File: src/rtl/sdram_ext_arbiter.sv
// sdram_ext_arbiter
//   Two-port round-robin arbiter in front of the SDRAM controller's single-word
//   external access port. Port A (CPU bridge) and port B (blitter/DMA) each
//   hold a level request until their one-cycle Ack. The winner's fields are
//   latched onto the Ext* outputs at grant. The ExtReq/ExtReady handshake runs
//   through ISSUE (waiting for the controller to accept) and WAIT (waiting for
//   it to finish). Read data is captured into the granted port's RData.
//   Only one transaction is ever outstanding.
//
// Ports:
//   PixelClk2            system clock, rising edge
//   nReset               asynchronous active-low reset
//   ReqA/ReqB            level requests, held until the matching Ack
//   OpA/OpB              0 = read, 1 = write
//   AddrA/AddrB          word address (ADDR_W)
//   WDataA/WDataB        write data (DATA_W)
//   MaskA/MaskB          DQM byte mask, 1 = byte masked
//   RDataA/RDataB        read data, valid in and after the Ack cycle
//   AckA/AckB            one-cycle completion pulse (registered)
//   ExtReq               request to the SDRAM controller
//   ExtOP/ExtAddr/ExtDataWrite/ExtDataMask   latched request fields
//   ExtDataRead          read data from the controller
//   ExtReady             controller idle/accept flag (changes on falling edge)
//   Busy                 high whenever a transaction is in progress
module sdram_ext_arbiter #(
    parameter int ADDR_W = 24,
    parameter int DATA_W = 16
) (
    input  logic              PixelClk2,
    input  logic              nReset,
    input  logic              ReqA,
    input  logic              ReqB,
    input  logic              OpA,
    input  logic              OpB,
    input  logic [ADDR_W-1:0] AddrA,
    input  logic [ADDR_W-1:0] AddrB,
    input  logic [DATA_W-1:0] WDataA,
    input  logic [DATA_W-1:0] WDataB,
    input  logic [1:0]        MaskA,
    input  logic [1:0]        MaskB,
    output logic [DATA_W-1:0] RDataA,
    output logic [DATA_W-1:0] RDataB,
    output logic              AckA,
    output logic              AckB,
    output logic              ExtReq,
    output logic              ExtOP,
    output logic [ADDR_W-1:0] ExtAddr,
    output logic [DATA_W-1:0] ExtDataWrite,
    output logic [1:0]        ExtDataMask,
    input  logic [DATA_W-1:0] ExtDataRead,
    input  logic              ExtReady,
    output logic              Busy
);

    typedef enum logic [1:0] {
        IDLE  = 2'd0,
        ISSUE = 2'd1,
        WAIT  = 2'd2,
        DONE  = 2'd3
    } state_t;

    state_t              state_r;
    state_t              nextState_s;

    // Port of the most recent grant (1 = B). It doubles as the granted port of
    // the transaction in flight, because LastGrant is set to the winner at grant.
    logic                lastGrantB_r;

    logic                winB_s;
    logic                opSel_s;
    logic [ADDR_W-1:0]   addrSel_s;
    logic [DATA_W-1:0]   wdataSel_s;
    logic [1:0]          maskSel_s;

    logic                grantNow_s;
    logic                completeNow_s;
    logic                extReq_s;
    logic                busy_s;
    logic                ackA_s;
    logic                ackB_s;
    logic                loadA_s;
    logic                loadB_s;

    // Round-robin winner: a sole requester wins, a tie goes to the port not granted last.
    always_comb begin
        winB_s = 1'b0;
        if (ReqA && ReqB) begin
            winB_s = ~lastGrantB_r;
        end else if (ReqB) begin
            winB_s = 1'b1;
        end else begin
            winB_s = 1'b0;
        end
    end

    // Select the winner's request fields for latching at grant.
    always_comb begin
        opSel_s    = OpA;
        addrSel_s  = AddrA;
        wdataSel_s = WDataA;
        maskSel_s  = MaskA;
        if (winB_s) begin
            opSel_s    = OpB;
            addrSel_s  = AddrB;
            wdataSel_s = WDataB;
            maskSel_s  = MaskB;
        end else begin
            opSel_s    = OpA;
            addrSel_s  = AddrA;
            wdataSel_s = WDataA;
            maskSel_s  = MaskA;
        end
    end

    // FSM state register.
    always_ff @(posedge PixelClk2 or negedge nReset) begin
        if (!nReset) begin
            state_r <= IDLE;
        end else begin
            state_r <= nextState_s;
        end
    end

    // FSM next-state logic. No timeout in ISSUE: refresh and video fills may
    // keep the controller from accepting for an arbitrary time.
    always_comb begin
        nextState_s = state_r;
        case (state_r)
            IDLE: begin
                if (ExtReady && (ReqA || ReqB)) begin
                    nextState_s = ISSUE;
                end else begin
                    nextState_s = IDLE;
                end
            end
            ISSUE: begin
                if (!ExtReady) begin
                    nextState_s = WAIT;
                end else begin
                    nextState_s = ISSUE;
                end
            end
            WAIT: begin
                if (ExtReady) begin
                    nextState_s = DONE;
                end else begin
                    nextState_s = WAIT;
                end
            end
            DONE: begin
                nextState_s = IDLE;
            end
            default: begin
                nextState_s = IDLE;
            end
        endcase
    end

    // FSM output decode: next values of the registered outputs.
    // Ack is raised on the edge entering DONE, so it is high for exactly the DONE cycle.
    always_comb begin
        grantNow_s    = 1'b0;
        completeNow_s = 1'b0;
        extReq_s      = 1'b0;
        busy_s        = 1'b0;
        ackA_s        = 1'b0;
        ackB_s        = 1'b0;
        loadA_s       = 1'b0;
        loadB_s       = 1'b0;
        if ((state_r == IDLE) && (nextState_s == ISSUE)) begin
            grantNow_s = 1'b1;
        end else begin
            grantNow_s = 1'b0;
        end
        if ((state_r == WAIT) && ExtReady) begin
            completeNow_s = 1'b1;
        end else begin
            completeNow_s = 1'b0;
        end
        extReq_s = (nextState_s == ISSUE);
        busy_s   = (nextState_s != IDLE);
        ackA_s   = completeNow_s && !lastGrantB_r;
        ackB_s   = completeNow_s &&  lastGrantB_r;
        // Writes never touch RData.
        loadA_s  = ackA_s && !ExtOP;
        loadB_s  = ackB_s && !ExtOP;
    end

    // Registered outputs, grant latch and read-data capture.
    always_ff @(posedge PixelClk2 or negedge nReset) begin
        if (!nReset) begin
            ExtReq       <= 1'b0;
            Busy         <= 1'b0;
            AckA         <= 1'b0;
            AckB         <= 1'b0;
            ExtOP        <= 1'b0;
            ExtAddr      <= {ADDR_W{1'b0}};
            ExtDataWrite <= {DATA_W{1'b0}};
            ExtDataMask  <= 2'b00;
            RDataA       <= {DATA_W{1'b0}};
            RDataB       <= {DATA_W{1'b0}};
            lastGrantB_r <= 1'b1;
        end else begin
            ExtReq <= extReq_s;
            Busy   <= busy_s;
            AckA   <= ackA_s;
            AckB   <= ackB_s;
            if (grantNow_s) begin
                ExtOP        <= opSel_s;
                ExtAddr      <= addrSel_s;
                ExtDataWrite <= wdataSel_s;
                ExtDataMask  <= maskSel_s;
                lastGrantB_r <= winB_s;
            end
            if (loadA_s) begin
                RDataA <= ExtDataRead;
            end
            if (loadB_s) begin
                RDataB <= ExtDataRead;
            end
        end
    end

endmodule

File: config.mk
export PLATFORM = sky130hd
export DESIGN_NAME = sdram_ext_arbiter
export DESIGN_NICKNAME = d
export VERILOG_FILES = /design/src/rtl/sdram_ext_arbiter.sv
export SDC_FILE = /design/constraint.sdc
export NUM_CORES = 1
export LEC_CHECK = 0
export ABC_CLOCK_PERIOD_IN_PS = 2000
export BUFFER_PORTS_ARGS = -buffer_cell sky130_fd_sc_hd__buf_2
export CORE_MARGIN = 4
export CORE_UTILIZATION = 30
export CTS_CLUSTER_DIAMETER = 30
export DETAILED_ROUTE_END_ITERATION = 6
export PLACE_DENSITY = 0.55
export SLEW_MARGIN = 20
export SYNTH_ARGS = -nofsm -noshare
export SYNTH_HDL_FRONTEND = slang
export SYNTH_SLANG_ARGS = --single-unit
File: constraint.sdc
create_clock -name PixelClk2 -period 2 [get_ports PixelClk2]
set_input_delay 0.4 -clock PixelClk2 [delete_from_list [all_inputs] [get_ports PixelClk2]]
set_output_delay 0.4 -clock PixelClk2 [all_outputs]
set_load 0.02 [all_outputs]
**After elaboration in Yosys (flattened, before gate mapping)**

Index checks and enable logic that the tools add are counted.

- RAM bits: 0
- Memories: 0
- Latch bits: 0
- Bits of input ports: 107
- Output and inout bits: 79
- Memory bits (read-only): 0
- Register bits after elaboration: 82
- Logic and storage cells: 42

- Reduce and logical (&&, ||, !) cells: 13
- Shift-type cells: 0
- Magnitude comparators: 0
- Bitwise logic cells: 1
- Eq/ne operators: 4
- $mul: 0
- Add/sub/neg operators: 0
- Multiplexer cells: 12
- Div/mod/pow operators: 0

Operators with widths:

| cell | number |
|---|---|
| 24-bit two-way mux | 1 |
| 16-bit two-way mux | 1 |
| 1-bit logical AND | 8 |
| 2-bit one-hot mux with 4 select lines | 1 |
| 1-bit two-way mux | 7 |
| 2-bit by 1-bit equality test with 1-bit output (second input constant) | 2 |
| 2-bit equality test (second input constant) | 2 |
| 2-bit two-way mux | 2 |
| 1-bit logical NOT | 2 |
| 2-bit logical NOT | 1 |
| 2-bit nonzero test | 1 |
| 1-bit logical OR | 1 |
| 1-bit inverter | 1 |

**Logic depth before layout (Yosys ltp)**

- Depth in word-level cells: 7
- Depth in mapped cells: 5
- Depth with buffers taken out: 3

**Least setup slack after synthesis**

Ideal clock, no wire load.

- Path kind: flip-flop to flip-flop
- Start point: reg lastGrantB_r
- End point: reg RDataB[0]
- Path buffers: 1
- Setup time: 0.125 ns
- Period minus slack after synthesis: 1.686 ns
- Arrival: 1.561 ns
- Data required time: 1.875 ns
- Cell stages (with the launch flop): 5
- Setup slack: 0.314 ns
- Path through: dfstp_2 > inv_1 > nor3_2 > buf_4 > mux2_2

- Cells in the longest elaborated chain, start to end: 2

Ends and longest elaborated chain:

| what | line | text |
|---|---|---|
| start: declaration | 67 | `logic lastGrantB_r;` |
| start signal: assignment | 213 | `lastGrantB_r <= winB_s;` |
| 1-bit logical AND | 183 | `ackB_s = completeNow_s && lastGrantB_r;` |
| 1-bit logical AND | 186 | `loadB_s = ackB_s && !ExtOP;` |
| end signal: assignment | 201 | `RDataB <= {DATA_W{1'b0}};` |
| end signal: assignment | 219 | `RDataB <= ExtDataRead;` |
| end: declaration | 42 | `output logic [DATA_W-1:0] RDataB,` |

No other way between the ends.
A chain may end at the register's enable or synchronous reset.

**Final worst setup path**

- Start point: reg state_r[1]
- End point: reg ExtDataWrite[3]

- Cells in the longest elaborated chain, start to end: 5
- Elaborated cells on any way between the ends: 8
- Those cells by class: eq/ne: 4; mux: 2; reduce/logical: 2

Ends and longest elaborated chain:

| what | line | text |
|---|---|---|
| start: declaration | 62 | `state_t state_r;` |
| start signal: assignment | 120 | `state_r <= nextState_s;` |
| 2-bit equality test (tied with other cells) | 128 | `case (state_r)` |
| 2-bit one-hot mux with 4 select lines | 128 |  |
| 2-bit by 1-bit equality test with 1-bit output | 170 | `if ((state_r == IDLE) && (nextState_s == ISSUE)) begin` |
| 1-bit logical AND (*) | 170 |  |
| 1-bit two-way mux (*) | 170 |  |
| end signal: assignment | 198 | `ExtDataWrite <= {DATA_W{1'b0}};` |
| end signal: assignment | 211 | `ExtDataWrite <= wdataSel_s;` |
| end: declaration | 48 | `output logic [DATA_W-1:0] ExtDataWrite,` |

Every way passes the cells marked *; elsewhere a longest branch is shown, timed or not.

==> impl_metrics.ini <==
[grt]
grt_usage_pct = 14.2
grt_pass1_vias = 2870
grt_pass1_wl_um = 14700
grt_overflow = 0
antenna_found_initial = 0
grt_max_degree = 45

[critical_path]
critPathCaptureType = flip-flop
r2r-end = ExtDataWrite[3]$_DFFE_PN0P_
path_class = flip-flop to flip-flop
worstPathArrival_ns = 1.91
r2r_cells = 4
r2r-start = state_r[1]$_DFF_PN0_
cp-start-kind = flip-flop
ff2ff_setup_slack_ns = 0.30
worstPathMaxFanout = 44
required_ns = 2.22

[route]
met2_length_um = 4320
top_layer = met4
vias = 2776
ant_nets = 0
wl_per_cell_um = 16.4
vias_per_cell = 4.84
firstDrtPassIters = 4
first_iter_violations = 100
wl_met3_um = 946
route.detailed.drc = 0
met1_length_um = 4020
wl_um = 9380

[floorplan]
die_y_um = 114
die_x_um = 114
dieArea_um2 = 13100
fp-row-count = 38
initial_core_util_pct = 31.0
ios = 186
coreArea_um2 = 11000

[timing]
hold_slack_ns = 0.314
finalCriticalPeriod_ns = 1.70
worst_pin_slew_ns = 0.648
final-hold-violation-count = 0
fin_ws_ns = 0.303
setup-tns-final_ns = 0
setup_viol = 0
fmax_mhz = 589
slew_headroom_pct = 56.8
drv_slew = 0
post-route-period-util_pct = 84.8
rsz0062_at_grt = false
skew_ns = 0.0106

[clock_tree]
root_buffer = clkbuf_16
cts_tree = yes
cts_buffer_depth = 2
path_clk_slew_ns = 0.07
cts.sinks = 82
htreeDepth = 3
cts_made_buffers = 9
clock_latency_ns = 0.33

[placed_design]
port_buffers = 185
gp_congestion = 0.724
hpwl_um = 6900
pre_cts_ws_ns = 0.267
dpl-instance-area_um2 = 4520

[synthesis]
synthArstFlopShare_pct = 100
synthesis.area_um2 = 3400
yosysSeqAreaShare_pct = 60.4
synth.avg_cell_area_um2 = 14.1
ys_warn_count = 0
ys_seq_elements = 82
yosys.cell_types.count = 23
synth_edf_count = 0
synthCells = 242
ys_dominant_reg_cell = dfrtp_1
synth_nets = 349

[min_path]
hp-class = primary input to flip-flop
whs_path_depth = 2
holdPathEnd = RDataA[11]$_DFFE_PN0P_
worstHoldStart = ExtDataRead[11]

[pwr]
power_density_nw_per_um2 = 1580
p_leak_nw = 2.29
peakVddDrop_mv = 0.718
totalPowerFinal_mw = 7.72
p_comb_share_pct = 39.1
power_switching_mw = 2.77
swShare_pct = 35.9
power_frac_clock_pct = 24.3
internal-power_mw = 4.95
p_seq_share_pct = 36.7

[cells_and_area]
antenna_cells = 0
fin_area_um2 = 4870
mostFrequentLayoutCell = buf_2
final.fill_count = 1044
syn_to_final_growth_pct = 43.3
nets = 535
multi_input_area_um2 = 1250
drive_above_1_share_pct = 67.4
regArea_um2 = 2050
layout_common_cells = buf_2 (184), dfrtp_1 (81), or3_1 (43), o221a_2 (43), mux2_2 (33)

[status]
outcome = completed

[job]
drv_cap = 0
-- worst max-delay path, cell delays in order, from the launching register on --
cell and delay [ns]:
dfrtp_1 0.44, or3b_1 0.45, buf_12 0.20, or3_1 0.36
o221a_2 0.13
-- logic make-up after synthesis --
group	share of synthesized area [%]
flip-flops	60.4
AND/OR/NAND/NOR	10.8
AO/OA/AOI/OAI	14.9
multiplexers	10.9
buffers and inverters	2.98
-- sequential cells by signal (all words and copies together), names as in the netlist --
register	flops
ExtAddr	24
ExtDataWrite	16
RDataA	16
RDataB	16
ExtDataMask	2
state_r	2
AckA	1
AckB	1
Busy	1
ExtOP	1
ExtReq	1
lastGrantB_r	1
-- power groups by stage --
| stage | clock (mW) | sequential (mW) | combinational, mW |
|---|---|---|---|
| final | 1.87 | 2.83 | 3.02 |
| after global routing | 2.00 | 2.94 | 3.24 |
| after CTS | 1.93 | 2.84 | 3.07 |
| after detailed placement | 0 | 2.84 | 3.09 |
| after global placement | 0 | 2.85 | 3.02 |
| after floorplan | 0 | 3.71 | 1.02 |
-- routing by layer --
layer,global-route usage (%),vias to the layer above
li1,-,1309
met1,19.2,1318
met2,22.4,138
met3,3.75,11
met4,4.04,0
met5,0,-
-- worst max path at each step --
stage,startpoint,end,cells past startpoint
2_1_floorplan,lastGrantB_r$_DFFE_PN1P_,RDataB[0]$_DFFE_PN0P_,4
3_3_place_gp,ExtReady,ExtDataMask[1]$_DFFE_PN0P_,5
3_5_place_dp,ExtReady,ExtDataWrite[3]$_DFFE_PN0P_,5
4_1_cts,state_r[1]$_DFF_PN0_,ExtDataWrite[3]$_DFFE_PN0P_,4
5_1_grt,state_r[1]$_DFF_PN0_,ExtDataMask[1]$_DFFE_PN0P_,4
6_report,state_r[1]$_DFF_PN0_,ExtDataWrite[3]$_DFFE_PN0P_,4
-- metrics by stage --
step	instances	utilization, %
3_5_place_dp	556	41.2
4_1_cts	573	44.4
5_1_grt	573	44.4
3_3_place_gp	556	41.2
2_1_floorplan	242	-
6_report	573	44.4
-- cell type report --
class / instances / share of cell area [%]
clock buffers: 10 / 4.70
well taps: 140 / 3.59
repair buffers: 195 / 21.4
flip-flops and latches: 82 / 42.1
clock inverters: 6 / 2.31
multi-input cells: 138 / 25.7
inverters: 2 / 0.154
-- cell usage after synthesis, drive strengths merged, types with 2 or more instances --
master | n | area [um^2]
nand2b | 2 | 12.5
dfrtp | 81 | 2030
mux2 | 33 | 372
o221a | 43 | 484
buf | 7 | 40.0
inv | 2 | 7.51
clkbuf | 13 | 53.8
nor3 | 2 | 20.0
or3 | 43 | 269
nor2 | 4 | 15.0
or2 | 2 | 12.5
-- repair_timing --
item,CTS,global route
buffers inserted,0,0
gates resized for setup,0,0
hold endpoints to repair,18,0
hold buffers,1,0
(Power assumes the default switching activity.)
